### config.mk
export PLATFORM = sky130hd
export DESIGN_NAME = verificador_micro_tabuleiro
export DESIGN_NICKNAME = d
export VERILOG_FILES = /design/src/rtl/verificador_micro_tabuleiro_pkg.sv /design/src/rtl/verificador_micro_tabuleiro_verifica_linhas.sv /design/src/rtl/verificador_micro_tabuleiro.sv
export SDC_FILE = /design/constraint.sdc
export NUM_CORES = 1
export LEC_CHECK = 0
export CORE_MARGIN = 2
export CORE_UTILIZATION = 47
export DETAILED_ROUTE_END_ITERATION = 8
export PLACE_DENSITY = 0.74
export SLEW_MARGIN = 20
export SYNTH_ARGS = -nofsm -noshare
export SYNTH_HDL_FRONTEND = slang
export SYNTH_SLANG_ARGS = --single-unit
### constraint.sdc
create_clock -name clock -period 1.7 [get_ports clock]
set_input_delay 0.34 -clock clock [delete_from_list [all_inputs] [get_ports clock]]
set_output_delay 0.34 -clock clock [all_outputs]
set_load 0.005 [all_outputs]
### src/rtl/verificador_micro_tabuleiro_pkg.sv
// Shared definitions for the micro board checker: cell codes,
// FSM state codes and the table of the 8 winning lines.
package verificador_micro_tabuleiro_pkg;

  localparam int CELULA_W = 2;
  localparam int NUM_CEL  = 9;
  localparam int NUM_LIN  = 8;

  localparam logic [CELULA_W-1:0] CELULA_VAZIA    = 2'b00;
  localparam logic [CELULA_W-1:0] CELULA_X        = 2'b01;
  localparam logic [CELULA_W-1:0] CELULA_O        = 2'b10;
  localparam logic [CELULA_W-1:0] CELULA_INVALIDA = 2'b11;

  typedef enum logic [2:0] {
    OCIOSO  = 3'd0,
    LEITURA = 3'd1,
    CAPTURA = 3'd2,
    AVALIA  = 3'd3,
    FIM     = 3'd4
  } estado_t;

  typedef logic [CELULA_W-1:0] celula_t;
  typedef celula_t [NUM_CEL-1:0] banco_t;

  localparam int LINHAS [NUM_LIN][3] = '{
    '{0, 1, 2},
    '{3, 4, 5},
    '{6, 7, 8},
    '{0, 3, 6},
    '{1, 4, 7},
    '{2, 5, 8},
    '{0, 4, 8},
    '{2, 4, 6}
  };

  // Invalid cells (11) are treated as empty everywhere.
  function automatic logic ocupada(celula_t c);
    return (c == CELULA_X) || (c == CELULA_O);
  endfunction

endpackage

### src/rtl/verificador_micro_tabuleiro_verifica_linhas.sv
// Combinational line evaluation of one 3x3 board: win, draw and
// winning symbol, with the mover's symbol preferred on corrupt boards.
module verifica_linhas
  import verificador_micro_tabuleiro_pkg::*;
(
  input  banco_t  i_celulas,
  input  logic    i_jogador,
  output logic    o_vencida,
  output logic    o_empatada,
  output celula_t o_vencedor
);

  logic w_ganha_x;
  logic w_ganha_o;
  logic w_cheio;

  always_comb begin
    w_ganha_x = 1'b0;
    w_ganha_o = 1'b0;
    w_cheio   = 1'b1;
    for (int l = 0; l < NUM_LIN; l++) begin
      if (i_celulas[LINHAS[l][0]] == CELULA_X &&
          i_celulas[LINHAS[l][1]] == CELULA_X &&
          i_celulas[LINHAS[l][2]] == CELULA_X)
        w_ganha_x = 1'b1;
      if (i_celulas[LINHAS[l][0]] == CELULA_O &&
          i_celulas[LINHAS[l][1]] == CELULA_O &&
          i_celulas[LINHAS[l][2]] == CELULA_O)
        w_ganha_o = 1'b1;
    end
    for (int i = 0; i < NUM_CEL; i++) begin
      if (!ocupada(i_celulas[i]))
        w_cheio = 1'b0;
    end
  end

  always_comb begin
    o_vencedor = CELULA_VAZIA;
    if (i_jogador && w_ganha_o)
      o_vencedor = CELULA_O;
    else if (!i_jogador && w_ganha_x)
      o_vencedor = CELULA_X;
    else if (w_ganha_x)
      o_vencedor = CELULA_X;
    else if (w_ganha_o)
      o_vencedor = CELULA_O;
  end

  assign o_vencida  = w_ganha_x | w_ganha_o;
  assign o_empatada = w_cheio & ~(w_ganha_x | w_ganha_o);

endmodule

### src/rtl/verificador_micro_tabuleiro.sv
// Reads back one micro board (9 cells) and reports win/draw/winner.
// Define CONTA_PECAS_EN to add the num_pecas occupied-cell count output.
module verificador_micro_tabuleiro
  import verificador_micro_tabuleiro_pkg::*;
#(
  parameter int ADDR_W = 7,
  parameter int CELL_W = 2
) (
  input  logic              clock,
  input  logic              reset,
  input  logic              iniciar_verificacao,
  input  logic [3:0]        macro_idx,
  input  logic              jogador,
  output logic [ADDR_W-1:0] rd_addr,
  input  logic [CELL_W-1:0] rd_data,
  output logic              ocupado,
  output logic              pronto_verificacao,
  output logic              micro_vencida,
  output logic              micro_empatada,
  output logic [CELL_W-1:0] vencedor,
  output logic              erro,
`ifdef CONTA_PECAS_EN
  output logic [3:0]        num_pecas,
`endif
  output logic [2:0]        db_estado
);

  estado_t           r_estado;
  estado_t           w_prox;
  logic [3:0]        r_c;
  logic              r_jogador;
  logic [ADDR_W-1:0] r_addr;
  banco_t            r_banco;
  logic              r_vencida;
  logic              r_empatada;
  celula_t           r_vencedor;
  logic              r_erro;

  logic              w_inicio;
  logic              w_invalido;
  logic [ADDR_W-1:0] w_base;
  logic              w_vencida;
  logic              w_empatada;
  celula_t           w_vencedor;

  assign w_inicio   = (r_estado == OCIOSO) && iniciar_verificacao;
  assign w_invalido = macro_idx > 4'(NUM_CEL - 1);
  assign w_base     = ADDR_W'(macro_idx) * ADDR_W'(NUM_CEL);

  verifica_linhas u_linhas (
    .i_celulas  (r_banco),
    .i_jogador  (r_jogador),
    .o_vencida  (w_vencida),
    .o_empatada (w_empatada),
    .o_vencedor (w_vencedor)
  );

  always_ff @(posedge clock or posedge reset) begin
    if (reset)
      r_estado <= OCIOSO;
    else
      r_estado <= w_prox;
  end

  always_comb begin
    w_prox = r_estado;
    unique case (r_estado)
      OCIOSO:
        if (iniciar_verificacao)
          w_prox = w_invalido ? FIM : LEITURA;
      LEITURA:
        if (r_c == 4'd8)
          w_prox = CAPTURA;
      CAPTURA: w_prox = AVALIA;
      AVALIA:  w_prox = FIM;
      FIM:     w_prox = OCIOSO;
      default: w_prox = OCIOSO;
    endcase
  end

  // Read data trails the address by one cycle, so cell k lands while
  // the counter already points at k+1; cell 8 is caught in CAPTURA.
  always_ff @(posedge clock or posedge reset) begin
    if (reset) begin
      r_c        <= '0;
      r_jogador  <= 1'b0;
      r_addr     <= '0;
      r_banco    <= '0;
      r_vencida  <= 1'b0;
      r_empatada <= 1'b0;
      r_vencedor <= CELULA_VAZIA;
      r_erro     <= 1'b0;
    end else begin
      unique case (r_estado)
        OCIOSO: begin
          if (w_inicio) begin
            r_c        <= '0;
            r_jogador  <= jogador;
            r_banco    <= '0;
            r_vencida  <= 1'b0;
            r_empatada <= 1'b0;
            r_vencedor <= CELULA_VAZIA;
            r_erro     <= w_invalido;
            if (!w_invalido)
              r_addr <= w_base;
          end
        end
        LEITURA: begin
          if (r_c != 4'd0)
            r_banco[r_c - 4'd1] <= celula_t'(rd_data);
          r_c <= r_c + 4'd1;
          if (r_c != 4'd8)
            r_addr <= r_addr + ADDR_W'(1);
        end
        CAPTURA:
          r_banco[NUM_CEL-1] <= celula_t'(rd_data);
        AVALIA: begin
          r_vencida  <= w_vencida;
          r_empatada <= w_empatada;
          r_vencedor <= w_vencedor;
        end
        FIM: ;
        default: ;
      endcase
    end
  end

`ifdef CONTA_PECAS_EN
  logic [3:0] r_pecas;
  logic [3:0] w_pecas;

  always_comb begin
    w_pecas = '0;
    for (int i = 0; i < NUM_CEL; i++) begin
      if (ocupada(r_banco[i]))
        w_pecas = w_pecas + 4'd1;
    end
  end

  always_ff @(posedge clock or posedge reset) begin
    if (reset)
      r_pecas <= '0;
    else if (w_inicio)
      r_pecas <= '0;
    else if (r_estado == AVALIA)
      r_pecas <= w_pecas;
  end

  assign num_pecas = r_pecas;
`endif

  assign rd_addr            = r_addr;
  assign ocupado            = (r_estado != OCIOSO);
  assign pronto_verificacao = (r_estado == FIM);
  assign micro_vencida      = r_vencida;
  assign micro_empatada     = r_empatada;
  assign vencedor           = CELL_W'(r_vencedor);
  assign erro               = r_erro;
  assign db_estado          = r_estado;

endmodule

# Yosys cells after proc, flatten, opt, wreduce, memory -nomap -nowiden
# Cells that the tools add are included.
[classes]
multipliers = 1
eq_ne = 30
n_mux = 51
n_bitwise = 3
addsub = 3
reduce_logical = 59
n_lt_le_gt_ge = 3
[op_table]
columns = ["op", "count"]
rows = [
  ["1-bit logical AND", 36],
  ["18-bit 2-to-1 mux", 2],
  ["16-bit one-hot mux with 2 select lines", 1],
  ["1-bit 2-to-1 mux", 26],
  ["7-bit 2-to-1 mux", 3],
  ["18-bit bitwise mux", 1],
  ["2-bit by 1-bit equality test with 1-bit output (second input constant)", 9],
  ["2-bit equality test (second input constant)", 9],
  ["7-bit one-hot mux with 2 select lines", 1],
  ["2-bit 2-to-1 mux", 6],
  ["2-bit inequality test (second input constant)", 6],
  ["3-bit one-hot mux with 4 select lines", 1],
  ["1-bit logical OR", 9],
  ["3-bit 2-to-1 mux", 3],
  ["2-bit demux with 4-bit select", 1],
  ["4-bit one-hot mux with 2 select lines", 1],
  ["2-bit AND reduction", 4],
  ["7-bit by 1-bit adder with 7-bit output (second input constant)", 1],
  ["4-bit by 4-bit multiplier with 7-bit output (second input constant)", 1],
  ["3-bit by 2-bit equality test with 1-bit output (second input constant)", 2],
  ["2-bit one-hot mux with 3 select lines", 1],
  ["3-bit AND reduction", 2],
  ["3-bit nonzero test", 2],
  ["4-bit by 5-bit less-than comparator with 1-bit output (second input constant)", 1],
  ["19 further kinds", 21],
]
[word_totals]
ff_bits = 38
word_cells = 167
input_bits = 10

# Logic depth before layout (Yosys ltp)
# Gate-level depths: netlist of run 1.
[depth]
depth_word = 16
depth_mapped = 8

# Modules after synthesis
# From an unflattened synthesis of run 1, not the netlist that was laid out.
[hier_totals]
cells_unflattened = 281
hier_area_um2 = 2615.0
[by_module_without_submodules]
columns = ["module", "n_inst", "area_per_inst_um2", "cells_each", "seq_area_each_um2"]
rows = [
  ["verificador_micro_tabuleiro", 1, 2140.8, 222, 950.9],
  ["verifica_linhas", 1, 474.2, 59, 0.0],
]

# Worst setup path after synthesis of run 1
# OpenSTA, ideal clock, no wires.
[synth_path]
path_type = "register to register"
from = "register r_c[0]"
to = "register r_banco[9] (netlist name)"
path_slack_ns = -0.194
path_stages_with_launch = 9
arrival_time_ns = 1.770
synth_period_minus_slack_ns = 1.894
setup_time_ns = 0.124
t_required_ns = 1.576
path_buffers = 1
path_cell_list = "dfrtp_1 -> inv_1 -> ha_1 -> nor3b_2 -> nor2_2 -> and2_1 -> buf_4 -> and3_1 -> a211o_1"
[synth_via]
elab_chain_cells = 8
[synth_rtl]
columns = ["item", "line_no", "text"]
rows = [
  ["from (decl)", "verificador_micro_tabuleiro.sv:30", "logic [3:0] r_c;"],
  ["from (signal assigned)", "verificador_micro_tabuleiro.sv:111", "r_c <= r_c + 4'd1;"],
  ["4-bit by 1-bit subtractor with 4-bit output", "verificador_micro_tabuleiro.sv:110", "r_banco[r_c - 4'd1] <= celula_t'(rd_data);"],
  ["4-bit by 5-bit less-than comparator with 1-bit output (not written as such) / 4-bit by 1-bit greater-or-equal comparator with 1-bit output (equally long branches)", "verificador_micro_tabuleiro.sv:110", ""],
  ["1-bit logical AND (not written as such)", "verificador_micro_tabuleiro.sv:110", ""],
  ["2-bit 2-to-1 mux (not written as such)", "verificador_micro_tabuleiro.sv:110", ""],
  ["2-bit demux with 4-bit select", "verificador_micro_tabuleiro.sv:110", ""],
  ["18-bit bitwise mux", "verificador_micro_tabuleiro.sv:110", ""],
  ["18-bit 2-to-1 mux", "verificador_micro_tabuleiro.sv:109", "if (r_c != 4'd0)"],
  ["16-bit one-hot mux with 2 select lines", "verificador_micro_tabuleiro.sv:94", "unique case (r_estado)"],
  ["to (signal, indexed assignment)", "verificador_micro_tabuleiro.sv:110", ""],
  ["to (signal, indexed assignment)", "verificador_micro_tabuleiro.sv:116", "r_banco[NUM_CEL-1] <= celula_t'(rd_data);"],
  ["to (decl)", "verificador_micro_tabuleiro.sv:33", "banco_t r_banco;"],
]
# Several ways; a longest one is shown, not always the timed one. The select of a mux whose other input is x is not followed.
# A chain may end at the register's enable or synchronous reset.

# Final worst setup path of run 1
[layout_path]
from = "register r_estado[2] (netlist: db_estado[2])"
to = "register r_banco[10] (netlist name)"
[layout_via]
elab_chain_cells = 4
[layout_rtl]
columns = ["item", "line_no", "text"]
rows = [
  ["from (decl)", "verificador_micro_tabuleiro.sv:28", "estado_t r_estado;"],
  ["from (signal assigned)", "verificador_micro_tabuleiro.sv:62", "r_estado <= w_prox;"],
  ["3-bit logical NOT", "verificador_micro_tabuleiro.sv:46, verificador_micro_tabuleiro.sv:94", ""],
  ["1-bit logical AND", "verificador_micro_tabuleiro.sv:46", "assign w_inicio = (r_estado == OCIOSO) && iniciar_verificacao;"],
  ["2-bit inequality test (no source line)", "-", ""],
  ["3-bit AND reduction (no source line)", "-", ""],
]
# Several ways; a longest one is shown, not always the timed one.

==> out/results.tsv, run 1 <==
stage	metric	value	unit
outcome	status	finished with violations	
outcome	violations	negative setup slack	
worst_setup_path	crit_path_max_fanout	8	
worst_setup_path	reg2regPathDepth	7	
worst_hold_path	min_path_type	input port to asynchronous set/reset pin	
worst_setup_path	worstPathCellList	or3b_4 > buf_4 > nor2_2 > and2_4 > buf_12 > nand3_1 > o21ai_1	
synthesis	yosysWarnings	0	
synthesis	netlist_instances	276	
worst_setup_path	cp_num_buf_inv	2	
power	ir_drop	1.06	mV
die	coreArea	5410	um2
synthesis	syn_area_per_cell	9.40	um2
timing	period_needed	1800	ps
timing	setup_violations	18	
place	routabilityCongestion	0.814	
timing	worst_pin_slew	453	ps
place	dp.cells	410	
worst_setup_path	rr_startpoint	db_estado[2]	
global_routing	grt.total_usage	23.0	%
drt	vias	2453	
drt	postRouteAntennaNets	0	
global_routing	grt_max_degree	24	
flow_run	drv_cap	0	
worst_setup_path	ff2ff_setup_slack	-100	ps
cts	clock_latency	290	ps
drt	drc	0	
cts	htree_levels	2	
worst_setup_path	crit_type	register to register	
cts	cts-root-buf	clkbuf_8	
synthesis	synth_edf_count	0	
worst_setup_path	crit_path_top_delay_cell	or3b_4	
final_layout	drive_gt1_share	37.5	%
worst_setup_path	regToRegEndpoint	r_banco[10]	
die	die_width	78.3	um
final_layout	fin_util	70.3	%
place	placed_area	3280	um2
final_layout	fin_area	3800	um2
final_layout	area_growth	46.5	%
timing	period_share	106	%
synthesis	synth_ff_type	dfrtp_1	
die	rows	27	
timing	maxSlewHeadroom	69.8	%
final_layout	nets	396	
timing	maxSlewViolCount	0	
global_routing	grt_pass1_vias	2379	
timing	rsz0062_at_grt	true	
timing	tns	-1190	ps
cts	clock-sinks	38	
synthesis	syn_area	2590	um2
worst_setup_path	crit_family	simple AND/OR/NAND/NOR gates	
synthesis	synth-seq-cells	38	
cts	cts.clk_slew.worst_paths	80	ps
power	power.density	1790	nW/um2
worst_setup_path	critPathLaunchType	register	
die	die-area	6130	um2
synthesis	synth.net_count	313	
drt	drtIter0Drc	111	
worst_setup_path	worstPathRequired	1910	ps
global_routing	grt-ovfl-total	0	
timing	fmaxAchievable	555	MHz
power	leakage	1.66	nW
die	initial_core_util	48.0	%
timing	hold_viol	0	
cts	cts_tree	built	
timing	hold_slack	378	ps
drt	firstDrtPassIters	5	
synthesis	seq_area_frac_synth	36.6	%
worst_setup_path	arrival	2010	ps
timing	fin_ws	-101	ps
drt	wl	7230	um
synthesis	async_flop_share	100	%
drt	route.detailed.wl_per_inst	16.7	um
die	die_h	78.3	um
final_layout	diodes	0	
global_routing	grt_pass1_wl	11200	um
die	num_io_pins	27	
place	post-dp-hpwl	4800	um
timing	skew	5.19	ps
worst_setup_path	end_kind	register	
cts	cts_buffers	5	
global_routing	grt_antenna_before_repair	0	
place	portBuffers	26	
final_layout	final_cells	432	
synthesis	synthDistinctLibCells	47	
cts	cts.path.max_buffers	2	
worst_setup_path	max_stage_delay	450	ps
drt	via_per_inst	5.68	
==> worst max path at each step <==
stage                       from     endpoint  depth (start not counted)
global placement    macro_idx[0]   rd_addr[0]                          5
detailed placement  macro_idx[0]   rd_addr[0]                          5
global route        db_estado[2]   r_banco[8]                          5
finish              db_estado[2]  r_banco[10]                          7
CTS                       r_c[1]   r_banco[3]                          6
floorplan                 r_c[1]   r_banco[0]                          7
==> routing by layer <==
layer	track usage, %	vias to the layer above	share of wire [%]
met4	4.74	0	1.5
met2	43.4	66	55
met1	27.4	1197	41
met5	0	-	0
li1	-	1180	-
met3	3.79	10	2.5
==> metrics by stage <==
stage / power [mW] / worst slack, ps
after detailed placement: 4.98 / -321
after global placement: 4.87 / -229
after global routing: 7.27 / -159
after floorplan: 3.55 / -42.6
final: 6.80 / -101
after CTS: 6.21 / -65.9
==> flip-flops by register name, summed over array words and instances (netlist names) <==
| register | flops |
|---|---|
| r_banco | 18 |
| rd_addr | 7 |
| r_c | 4 |
| db_estado | 3 |
| vencedor | 2 |
| erro | 1 |
| micro_empatada | 1 |
| micro_vencida | 1 |
| r_jogador | 1 |
==> Yosys cell counts (2+ instances only) <==
master | number | share of area [%]
a22oi_1 | 5 | 1.4
a21o_1 | 2 | 0.58
buf_2 | 6 | 1.2
o22ai_2 | 2 | 0.96
a31oi_1 | 5 | 1.2
nor4_1 | 3 | 0.72
a211o_1 | 3 | 1.0
nor3b_1 | 6 | 1.7
nor3_1 | 9 | 1.7
nand4_1 | 4 | 0.96
nand2_1 | 17 | 2.5
o21ai_1 | 13 | 2.5
buf_6 | 3 | 1.3
and2_1 | 5 | 1.2
a221o_1 | 2 | 0.77
nor2_2 | 2 | 0.48
a211oi_1 | 3 | 0.87
nor2_1 | 14 | 2.0
a21oi_1 | 8 | 1.5
ha_1 | 27 | 13
o31ai_1 | 2 | 0.58
inv_1 | 22 | 3.2
or3b_1 | 4 | 1.3
o21ai_0 | 17 | 3.3
and3_1 | 3 | 0.72
nor3b_2 | 3 | 1.4
a22o_1 | 16 | 5.4
dfrtp_1 | 38 | 37
buf_4 | 2 | 0.58
a21oi_4 | 2 | 1.3
nand3_1 | 11 | 2.1
a31o_2 | 2 | 0.68
==> final cells by class <==
cell class	count	area (um2)
clock buffers	7	76.3
clock inverters	1	30.0
fillers	391	1600
inverters	22	82.6
multi-input cells	205	1790
flip-flops and latches	38	953
well taps	72	90.1
repair buffers	87	777
==> worst register-to-register path: cells and delay by family, from the launching register on <==
family | cells | cell delay [ps]
AND/OR/NAND/NOR | 4 | 930
flip-flops | 1 | 410
buffers and inverters | 2 | 280
AO/OA/AOI/OAI | 1 | 100
==> logic make-up after synthesis <==
logic type               synth area share, %
AO/OA/AOI/OAI                           24.4
XOR/XNOR                               0.675
adder cells (fa/ha/maj)                 13.0
buffers and inverters                   6.36
flip-flops                              36.6
multiplexers                           0.386
AND/OR/NAND/NOR                         18.5
==> layout by cell type, fill, tap and decap left out, drive strengths merged, types with 2 or more instances in the layout <==
cell | netlist | layout
a211o | 3 | 3
a211oi | 4 | 4
a21o | 2 | 2
a21oi | 11 | 11
a221o | 2 | 2
a22o | 16 | 16
a22oi | 5 | 5
a31o | 2 | 2
a31oi | 5 | 5
and2 | 5 | 5
and3 | 3 | 3
buf | 11 | 61
clkbuf | 1 | 9
clkdlybuf4s50 | 0 | 20
dfrtp | 38 | 38
dlymetal6s2s | 0 | 3
ha | 27 | 27
inv | 22 | 22
nand2 | 17 | 17
nand3 | 11 | 11
nand4 | 4 | 4
nor2 | 16 | 16
nor3 | 9 | 9
nor3b | 9 | 9
nor4 | 3 | 3
o21ai | 30 | 30
o22ai | 2 | 3
o31ai | 2 | 2
or3b | 4 | 4
==> what timing repair did <==
item	in CTS	in global routing
endpoints found under the setup margin	25	34
resized for setup	37	50
hold buffers	0	0
pin swaps	16	21
cloned	1	0
setup buffers	6	7
==> where the power goes <==
part	total [mW]	switching, mW	internal [mW]
logic	4.53	2.25	2.28
clock network	0.749	0.310	0.439
registers	1.52	0.320	1.20
Note: power is estimated with default switching activity, not from simulation.
==> inputs of run 2 (changes only) <==
--- a/config.mk
+++ b/config.mk
@@ -5,10 +5,11 @@
 export SDC_FILE = /design/constraint.sdc
 export NUM_CORES = 1
 export LEC_CHECK = 0
+export CORE_ASPECT_RATIO = 1.1
 export CORE_MARGIN = 2
 export CORE_UTILIZATION = 47
 export DETAILED_ROUTE_END_ITERATION = 8
-export PLACE_DENSITY = 0.74
+export PLACE_DENSITY = 0.71
 export SLEW_MARGIN = 20
 export SYNTH_ARGS = -nofsm -noshare
 export SYNTH_HDL_FRONTEND = slang
==> run 2 against run 1 <==
  * Combinational power shrank 2%
  * First-iteration DRC count rose by 13%
  * Worst setup slack got worse by 5.1 ps
  * Design area decreased by 0.72%
  * The run still ends with negative setup slack left
  * Core utilization rose by 0.078 points
  * Critical path depth is 1 higher
  * Highest routed layer unchanged
  * Maximum frequency is 0.28% lower
  * Largest power group unchanged
  * Wire length decreased by 1.3%
  * Hold slack lost 1.6 ps
  * Flip-flop and latch count is the same
  * Power shrank 1.2%
  * Register-to-register slack is essentially flat
==> out/results.tsv, run 2 (synthesized netlist as in run 1, its figures left out) <==
stage	metric	value	unit
timing	maxSlewHeadroom	72.6	%
cts	cts_buffers	5	
final_layout	area_growth	45.5	%
drt	firstDrtPassIters	4	
worst_setup_path	crit_type	register to register	
cts	cts_hold_buf	0	
global_routing	grt_pass1_wl	10600	um
die	num_io_pins	27	
global_routing	grt_pass1_vias	2273	
die	rows	28	
drt	postRouteAntennaNets	0	
place	dp.cells	414	
timing	setup_violations	13	
worst_setup_path	regToRegEndpoint	r_banco[17]	
final_layout	drive_gt1_share	37.5	%
worst_setup_path	critPathLaunchType	register	
power	p_sw	2.84	mW
power	intPower	3.89	mW
final_layout	mostFrequentLayoutCells	buf_4 (53), dfrtp_1 (36), ha_1 (23), clkdlybuf4s50_1 (20), inv_1 (19)	
power	power.density	1780	nW/um2
die	die_h	81.9	um
drt	vias	2412	
place	routabilityCongestion	0.846	
final_layout	diodes	0	
final_layout	regMostFlops	r_banco	
cts	clock_latency	290	ps
power	p_seq_share	22.6	%
global_routing	grt_antenna_before_repair	0	
place	post-dp-hpwl	4840	um
timing	fmaxAchievable	554	MHz
drt	via_per_inst	5.51	
drt	drc	0	
worst_setup_path	rr_startpoint	r_c[0]	
drt	route.detailed.wl_per_inst	16.3	um
global_routing	grt.total_usage	22.6	%
timing	rsz0062_at_grt	true	
final_layout	final_cells	438	
power	leakage	1.67	nW
worst_setup_path	reg2regPathDepth	8	
timing	period_needed	1810	ps
worst_setup_path	arrival	1980	ps
cts	htree_levels	2	
die	die_width	74.8	um
worst_setup_path	ff2ff_setup_slack	-110	ps
cts	cts_tree	built	
power	p_total	6.72	mW
final_layout	multi_input_area	1740	um2
cts	clock-sinks	38	
timing	maxSlewViolCount	0	
power	share_comb_of_total_power	66.2	%
final_layout	ff_latch_area	953	um2
timing	fin_ws	-106	ps
timing	skew	4.64	ps
worst_setup_path	crit_path_max_fanout	5	
outcome	violations	negative setup slack	
final_layout	mostFrequentLayoutCell	buf_4	
final_layout	fin_util	70.4	%
final_layout	largest_register_ffs	18	
timing	tns	-452	ps
timing	hold_viol	0	
final_layout	fillCellCount	414	
power	clkPwrFrac	11.2	%
cts	cts-root-buf	clkbuf_8	
die	die-area	6130	um2
place	portBuffers	26	
cts	cts.clk_slew.worst_paths	70	ps
die	initial_core_util	48.4	%
worst_setup_path	worstPathRequired	1870	ps
die	coreArea	5360	um2
power	ir_drop	1.22	mV
worst_setup_path	end_kind	register	
cts	cts.path.max_buffers	2	
final_layout	nets	399	
global_routing	grt_max_degree	24	
power	swShare	42.2	%
timing	period_share	106	%
drt	wl	7140	um
worst_hold_path	min_path_type	input port to asynchronous set/reset pin	
outcome	status	finished with violations	
timing	worst_pin_slew	411	ps
drt	drtIter0Drc	125	
flow_run	drv_cap	0	
timing	hold_slack	377	ps
global_routing	grt-ovfl-total	0	
-- run 2: changes by cell type in the layout (fill, tap and decap cells not counted), sizes merged --
| cell | before | now |
|---|---|---|
| buf | 61 | 65 |
| o22ai | 3 | 2 |
-- run 2: area by class of cell --
type / count / area share [%]
clock buffers: 7 / 2.02
flip-flops and latches: 38 / 25.3
repair buffers: 91 / 21.1
clock inverters: 1 / 0.795
well taps: 75 / 2.49
multi-input cells: 204 / 46.1
inverters: 22 / 2.19
-- run 2: how the worst max path moves through the flow --
stage                  from           to  slack (ps)  depth (start not counted)
2_1_floorplan        r_c[1]   r_banco[0]         -40                          7
3_3_place_gp   macro_idx[0]   rd_addr[6]        -220                          8
3_5_place_dp   macro_idx[0]   rd_addr[0]        -280                          5
4_1_cts              r_c[0]  r_banco[12]         -50                          7
5_1_grt              r_c[0]  r_banco[17]        -150                          8
6_report             r_c[0]  r_banco[17]        -110                          8
-- run 2: power groups by stage --
stage / Sequential (mW) / Combinational [mW] / Clock (mW)
final: 1.52 / 4.45 / 0.752
after global routing: 1.56 / 4.79 / 0.802
after CTS: 1.50 / 3.94 / 0.764
after detailed placement: 1.50 / 3.49 / 0
after global placement: 1.48 / 3.40 / 0
after floorplan: 1.45 / 2.10 / 0
-- run 2: metrics by stage --
stage | setup slack, ps | area [um2]
global placement | -216 | 3280
CTS | -47.4 | 3560
global route | -147 | 3770
detailed placement | -284 | 3280
finish | -106 | 3770
floorplan | -42.6 | 2630
-- run 2: worst max-delay path, stage by stage (launching register included) --
cell       delay [ps]
dfrtp_2           400
inv_2              60
ha_4              180
nor2_4            190
buf_6             130
a21oi_2            60
o2bb2ai_2         230
a21oi_2           100
a221o_1           340
-- run 2: timing repair --
item                                    CTS  global route
gates resized for setup                  42            40
pin swaps                                15            18
endpoints found under the setup margin   26            31
setup buffers                             7            11
-- run 2: routing by layer --
layer / up-vias / share of wire [%] / global-route usage (%)
met5: - / 0 / 0
met4: 0 / 1.9 / 4.64
met3: 14 / 2.2 / 4.42
met2: 48 / 57 / 44.3
met1: 1171 / 39 / 24.6
li1: 1179 / - / -
==> inputs of run 3 (changes only) <==
--- a/config.mk
+++ b/config.mk
@@ -9,6 +9,7 @@
 export CORE_MARGIN = 2
 export CORE_UTILIZATION = 47
 export DETAILED_ROUTE_END_ITERATION = 8
+export MAX_ROUTING_LAYER = met4
 export PLACE_DENSITY = 0.71
 export SLEW_MARGIN = 20
 export SYNTH_ARGS = -nofsm -noshare
==> constraint.sdc (replaced) <==
create_clock -name clock -period 1.6 [get_ports clock]
set_input_delay 0.32 -clock clock [delete_from_list [all_inputs] [get_ports clock]]
set_output_delay 0.32 -clock clock [all_outputs]
set_load 0.005 [all_outputs]
==> run 3 against run 2 <==
  * The flow still finishes with violations (negative setup slack)
  * Core utilization up 6.0 points
  * First-iteration DRC count is 93% higher
  * Final cell count grew 6.4%
  * Largest power group unchanged
  * Highest routed layer unchanged
  * Die area unchanged
  * Critical path type unchanged
==> out/results.tsv, run 3 (synthesized netlist as in run 1, its figures left out) <==
stage	metric	value	unit
global_routing	grt_pass1_wl	11400	um
drt	postRouteAntennaNets	0	
drt	wl	7910	um
final_layout	nets	427	
place	routabilityCongestion	0.835	
die	die_width	74.8	um
drt	drc	0	
drt	vias	2588	
outcome	violations	negative setup slack	
worst_setup_path	worstPathCellList	inv_2 > ha_4 > nor2_4 > a211oi_4 > buf_6 > nor3b_4 > o21ai_2 > a22o_1	
worst_setup_path	cp_num_buf_inv	2	
worst_setup_path	max_stage_delay	420	ps
timing	fmaxAchievable	558	MHz
timing	rsz0062_at_grt	true	
flow_run	drv_cap	0	
final_layout	fillCellCount	352	
final_layout	final_cells	466	
place	portBuffers	26	
drt	via_per_inst	5.55	
die	die-area	6130	um2
place	dp.cells	431	
die	die_h	81.9	um
cts	cts.clk_slew.worst_paths	80	ps
global_routing	grt_max_degree	39	
die	num_io_pins	27	
die	initial_core_util	48.4	%
global_routing	grt_pass1_vias	2509	
timing	fin_ws	-191	ps
worst_setup_path	crit_family	compound AO/OA/AOI/OAI gates	
final_layout	largest_register_ffs	18	
power	power.density	1960	nW/um2
place	post-dp-hpwl	4890	um
cts	cts_hold_buf	0	
worst_setup_path	crit_path_max_fanout	5	
die	coreArea	5360	um2
worst_setup_path	crit_type	register to register	
cts	clock_latency	300	ps
final_layout	mostFrequentLayoutCells	buf_4 (77), dfrtp_1 (33), clkdlybuf4s50_1 (20), inv_1 (18), ha_1 (18)	
worst_setup_path	end_kind	register	
timing	maxSlewViolCount	0	
timing	hold_slack	373	ps
worst_setup_path	critPathLaunchType	register	
timing	period_needed	1790	ps
worst_hold_path	min_path_type	input port to asynchronous set/reset pin	
timing	setup_violations	28	
worst_setup_path	crit_path_top_delay_cell	dfrtp_1	
drt	firstDrtPassIters	4	
cts	clock-sinks	38	
global_routing	grt_antenna_before_repair	0	
final_layout	mostFrequentLayoutCell	buf_4	
place	detailedPlace.worstSlack	-251	ps
outcome	status	finished with violations	
timing	skew	9.76	ps
cts	cts-root-buf	clkbuf_8	
timing	hold_viol	0	
global_routing	grt.total_usage	24.9	%
final_layout	drive_gt1_share	46.5	%
worst_setup_path	worstPathRequired	1780	ps
cts	cts_tree	built	
cts	htree_levels	2	
drt	route.detailed.wl_per_inst	17.0	um
timing	period_share	112	%
power	leakage	1.81	nW
place	placed_area	3440	um2
worst_setup_path	arrival	1970	ps
final_layout	area_growth	57.8	%
global_routing	grt-ovfl-total	0	
cts	cts.path.max_buffers	2	
power	ir_drop	1.25	mV
final_layout	fin_area	4090	um2
die	rows	28	
drt	drtIter0Drc	241	
timing	worst_pin_slew	390	ps
cts	cts_buffers	5	
timing	maxSlewHeadroom	73.8	%
final_layout	diodes	0	
final_layout	regMostFlops	r_banco	
## run 3: report_power, final
part	leakage [nW]	internal, mW	switching (mW)	total, mW
Clock	0.0683	0.625	0.382	1.01
Combinational	1.24	2.78	2.62	5.40
Sequential	0.500	1.28	0.334	1.62
## run 3: final timing paths
check | startpoint | end | slack, ps | depth (start not counted)
min in group clock | vencedor[1] | vencedor[1] | 500 | 2
max in group asynchronous | reset | r_c[0] | 1020 | 3
worst min register to register | vencedor[1] | vencedor[1] | 500 | 2
worst max-delay path | r_c[1] | r_banco[3] | -190 | 8
worst max register to register | r_c[1] | r_banco[3] | -190 | 8
worst min-delay path | reset | rd_addr[2] | 370 | 3
## run 3: per-layer routing
| metal | track usage (%) | part of all wire (%) |
|---|---|---|
| met1 | 27.4 | 39 |
| met5 | - | 0 |
| met4 | 7.14 | 2.5 |
| met2 | 45.3 | 55 |
| met3 | 4.66 | 3.9 |
## run 3: worst register-to-register path: cells and delay by family, from the launching register on
| kind | cells | cell delay [ps] |
|---|---|---|
| AO/OA/AOI/OAI | 3 | 460 |
| adder cells (fa/ha/maj) | 1 | 180 |
| buffers and inverters | 2 | 210 |
| flip-flops | 1 | 420 |
| AND/OR/NAND/NOR | 2 | 420 |
## run 3: final cells by class
type / instances / area [um2] / area share, %
clock buffer: 5 / 68.8 / 1.68
clock inverter: 3 / 68.8 / 1.68
inverter: 22 / 82.6 / 2.02
multi-input combinational: 205 / 1820 / 44.4
sequential: 38 / 957 / 23.4
tap: 75 / 93.8 / 2.29
timing repair buffer: 118 / 1000 / 24.5
## run 3: stage by stage
step	utilization [%]	TNS, ps	power, mW
2_1_floorplan	-	-1380	3.87
3_3_place_gp	64.3	-3290	5.39
3_5_place_dp	64.3	-4560	5.52
4_1_cts	72.6	-2670	7.25
5_1_grt	76.4	-4930	8.47
6_report	76.4	-3210	8.02
## run 3: repair_timing
item,in CTS,in global routing
endpoints found under the setup margin,38,38
buffers inserted,17,9
gates cloned,1,0
pin swaps,24,24
gates resized for setup,57,40
==> variant 1 (config.mk and constraints of run 2) <==
Build with the macro `CONTA_PECAS_EN` defined.
--- a/src/rtl/verificador_micro_tabuleiro.sv
+++ b/src/rtl/verificador_micro_tabuleiro.sv
@@ -1,5 +1,7 @@
 // Reads back one micro board (9 cells) and reports win/draw/winner.
 // Define CONTA_PECAS_EN to add the num_pecas occupied-cell count output.
+`define CONTA_PECAS_EN
+
 module verificador_micro_tabuleiro
   import verificador_micro_tabuleiro_pkg::*;
 #(
Function (old outputs only; new: num_pecas): kept (equiv_simple and equiv_induct, registers matched by name and starting in step).
==> variant 1 against run 2 <==
Non-clock buffer count rose by 51. Setup slack got worse by 2.2 ns. Clock skew rose by 0.0014 ns. Design area is 38% higher. Fmax decreased by 55%. Area after synthesis rose by 28%. Routed wire length is 49% higher. Sequential cell count grew 4. Total power increased by 52%. Synthesized cell count up 41%. The flow still finishes with violations (negative setup slack).
==> variant 1: results (changes against run 2) <==
synthMuxAreaShare_pct: 1.539  # +1.2 points
tns_ns: -8.077  # -7.625 ns
irDropWorstVdd_v: 0.002112  # +73%
clkTransAtPathRegs_ns: 0.09  # +0.02 ns
grt_pass1_vias: 3389  # +49%
crit_path_max_incr_delay_ns: 0.43  # +0.03 ns
grt_pass1_wl_mm: 15.66  # +48%
gp_congestion: 0.9121  # +7.8%
grt_max_degree: 43  # +79%
async_reset_ff_share_pct: 100.0  # unchanged
slowest_stage: "dfrtp_1"
fillers: 445  # +7.5%
setup_viol: 15  # +2
top_register: "r_banco"
grt_use_total_pct: 24.80  # +2.2 points
synthTopCellsByArea: "dfrtp_1 (32%), ha_1 (13%), nand2_1 (4.7%)"
hold_path.class: "input pin to flip-flop"
portBuffers: 30  # +15%
setup_ws_ns: -2.310  # -2.204 ns
dp_hpwl_mm: 6.863  # +42%
ys_seq_area_share_pct: 31.53  # -5.1 points
violations: "negative setup slack"
ant_nets: 0  # unchanged
nNetsFinal: 567  # +42%
r2r_start: "r_banco[1]"
synthAdderAreaFrac_pct: 12.76  # -0.26 points
synth_compound_area_share_pct: 23.12  # -1.3 points
synth_xor_area_share_pct: 7.282  # +6.6 points
reg2reg_depth: 21  # +13
status: "finished with violations"
wl_mm: 10.62  # +49%
slew_violations: 0  # unchanged
drt_iter0_drc: 232  # +86%
tightest_slew_ns: 0.5262  # +0.1150 ns
dr.pass1.iters: 5  # +1
drive_above_1_share_pct: 41.22  # +3.8 points
p_leak_nw: 2.345  # +40%
synth_commonest_cells: "dfrtp_1 (42), nand2_1 (42), ha_1 (34)"
clock_skew_ns: 0.006086  # +0.001444 ns
synth_nets: 433  # +38%
yosysUniqueCellTypes: 58  # +23%
critPathMaxFanout: 8  # +3
## variant 1: cell families (layout without fill, tap and decap cells)
family,Yosys count,count (layout)
simple gates,122,122
mux,5,5
fa+ha+maj,34,34
xor+xnor,22,22
flops,42,42
compound gates,113,114
buf+inv,51,185
## variant 1: worst max path at each step
stage	slack, ns	endpoint	start	cells past startpoint
after floorplan	-2.24	num_pecas[2]	r_banco[1]	23
after global routing	-2.48	num_pecas[2]	r_banco[0]	23
after detailed placement	-2.36	num_pecas[1]	r_banco[5]	18
final	-2.31	num_pecas[1]	r_banco[1]	21
after CTS	-2.23	num_pecas[1]	r_banco[3]	21
after global placement	-2.22	num_pecas[1]	r_banco[5]	18
## variant 1: area by class of cell
| cell class | count | share of cell area (%) |
|---|---|---|
| clock inverters | 3 | 0.8426 |
| flip-flops and latches | 42 | 20.29 |
| repair buffers | 142 | 23.50 |
| multi-input cells | 297 | 49.37 |
| inverters | 35 | 2.624 |
| well taps | 85 | 2.046 |
| clock buffers | 5 | 1.324 |
## variant 1: through the flow
step                      area [µm²]  hold slack [ns]  setup WS [ns]  utilization (%)  std cells
after global routing            5197           0.3835         -2.485            75.04        609
after floorplan                 3426           0.4454         -2.240                -        389
after CTS                       4856           0.4262         -2.227            70.10        594
final                           5197           0.3457         -2.310            75.04        609
after detailed placement        4415           0.4752         -2.362            63.75        574
after global placement          4415           0.4730         -2.222            63.75        574
## variant 1: what timing repair did
action	in CTS	in global routing
setup endpoints to repair	34	35
resized for setup	59	59
hold buffers	0	0
buffers inserted	11	17
pin swaps	25	41
cloned	1	0
## variant 1: worst register-to-register path, cell delays in order, from the launching register on
cell and delay (ns):
dfrtp_1 0.43, ha_4 0.29, inv_2 0.04, ha_4 0.27, a21o_1 0.17, o221ai_2 0.16
o21ai_1 0.10, ha_1 0.29, nand2b_1 0.12, a21oi_1 0.08, a31o_1 0.23, nor3_2 0.22
a211oi_2 0.07, ha_1 0.31, xor2_1 0.17, a22o_1 0.20, nor2_2 0.14, inv_2 0.06
ha_4 0.26, nor2_2 0.03, a211oi_2 0.21, a31o_1 0.12
## variant 1: metal layers
metal / GRT usage, % / vias to the layer above / share of wire (%)
met5: 0 / - / 0
met4: 9.274 / 0 / 2.9
met3: 3.209 / 32 / 3.3
met2: 47.22 / 114 / 55
met1: 27.86 / 1714 / 39
li1: - / 1655 / -
## variant 1: report_power, final
part           switching, W  total (W)  internal, W
registers          0.000304    0.00159      0.00129
clock network      0.000378   0.000819     0.000441
logic               0.00381    0.00781      0.00400
total               0.00449     0.0102      0.00573
==> variant 2 (settings of run 2) <==
Made on the original files. Put a register stage on the outputs `ocupado`, `pronto_verificacao` and `vencedor`. The values now appear one clock later. The other outputs are not delayed to match.
--- a/src/rtl/verificador_micro_tabuleiro.sv
+++ b/src/rtl/verificador_micro_tabuleiro.sv
@@ -150,11 +150,13 @@
 `endif
 
   assign rd_addr            = r_addr;
-  assign ocupado            = (r_estado != OCIOSO);
-  assign pronto_verificacao = (r_estado == FIM);
   assign micro_vencida      = r_vencida;
   assign micro_empatada     = r_empatada;
-  assign vencedor           = CELL_W'(r_vencedor);
+  always_ff @(posedge clock) begin
+    ocupado            <= (r_estado != OCIOSO);
+    pronto_verificacao <= (r_estado == FIM);
+    vencedor           <= CELL_W'(r_vencedor);
+  end
   assign erro               = r_erro;
   assign db_estado          = r_estado;
 
Check against the original RTL: not equivalent (Yosys sat finds a counterexample within 4 cycles, from zero or initial values and one cycle with reset high).
==> variant 2 against run 2 <==
The run still ends with negative setup slack left. Sequential cell count grew 4. Critical path depth is the same. Via count shrank 6.1%. Design area shrank 0.43%. Total power shrank 12%. Setup slack gained 0.016 ns. First-iteration DRC count shrank 31%. Clock power shrank 11%. Routed wire length shrank 6.4%. Area after synthesis shrank 0.58%. Critical endpoint is now r_vencedor[0].
==> variant 2: results (changes against run 2) <==
grt_pass1_wl_mm: 10.06  # -4.6%
drt_iter0_drc: 86  # -31%
inv_count: 23  # +4.5%
async_reset_ff_share_pct: 90.48  # -9.5 points
setup_ws_ns: -0.09030  # +0.01583 ns
sh_seq_area_pct: 27.46  # +2.2 points
buf_share_pct: 21.24  # +0.092 points
drive_above_1_share_pct: 35.85  # -1.6 points
fillers: 372  # -10%
vias_per_cell: 5.241  # -4.8%
violations: "negative setup slack"
critPathMaxFanout: 3  # -2
multi_input_area_share_pct: 44.04  # -2.1 points
yosysUniqueCellTypes: 44  # -6.4%
synth_xor_area_share_pct: 1.018  # +0.34 points
synth.ff_latch_count: 42  # +11%
grt_max_degree: 39  # +63%
nMultiInputCombCells: 196  # -3.9%
crit_start: "r_banco[15]"
clkTransAtPathRegs_ns: 0.09  # +0.02 ns
final_util_pct: 70.58  # +0.16 points
setup_viol: 26  # +13
gp_congestion: 0.8349  # -1.3%
slew_headroom_pct: 74.93  # +2.4 points
power.internal_w: 0.003431  # -12%
grt_pass1_vias: 2245  # -1.2%
worstSkewPairLatency_ns: 0.31  # +0.02 ns
dr_wl_met3_um: 133  # -15%
synthAdderAreaFrac_pct: 13.09  # +0.076 points
grt.met3_usage_pct: 4.049  # -0.37 points
grt_use_met2_pct: 41.33  # -3.0 points
synth_commonest_cells: "dfrtp_1 (38), nand2_1 (37), ha_1 (27)"
status: "finished with violations"
==> variant 2: stage by stage <==
stage	TNS [ns]	worst slack (ns)	hold slack (ns)	power, W	std cells
after floorplan	-0.1416	-0.02360	0.3468	0.003092	272
final	-0.8660	-0.09030	0.3778	0.005909	432
after global routing	-3.163	-0.1526	0.3968	0.006296	432
after global placement	-9.800	-0.4016	0.3494	0.004168	405
after CTS	-0.3146	-0.05734	0.3813	0.005333	422
after detailed placement	-10.67	-0.4737	0.3658	0.004234	405
==> variant 2: what timing repair did <==
item,in CTS,in global routing
endpoints found under the setup margin,31,32
pin swaps,22,13
cloned,0,1
setup buffers,9,9
gates resized for setup,41,32
==> variant 2: worst max path at each step <==
stage | to
finish | r_vencedor[0]
global route | r_banco[3]
CTS | r_vencedor[0]
detailed placement | r_banco[14]
global placement | r_banco[12]
floorplan | r_banco[10]
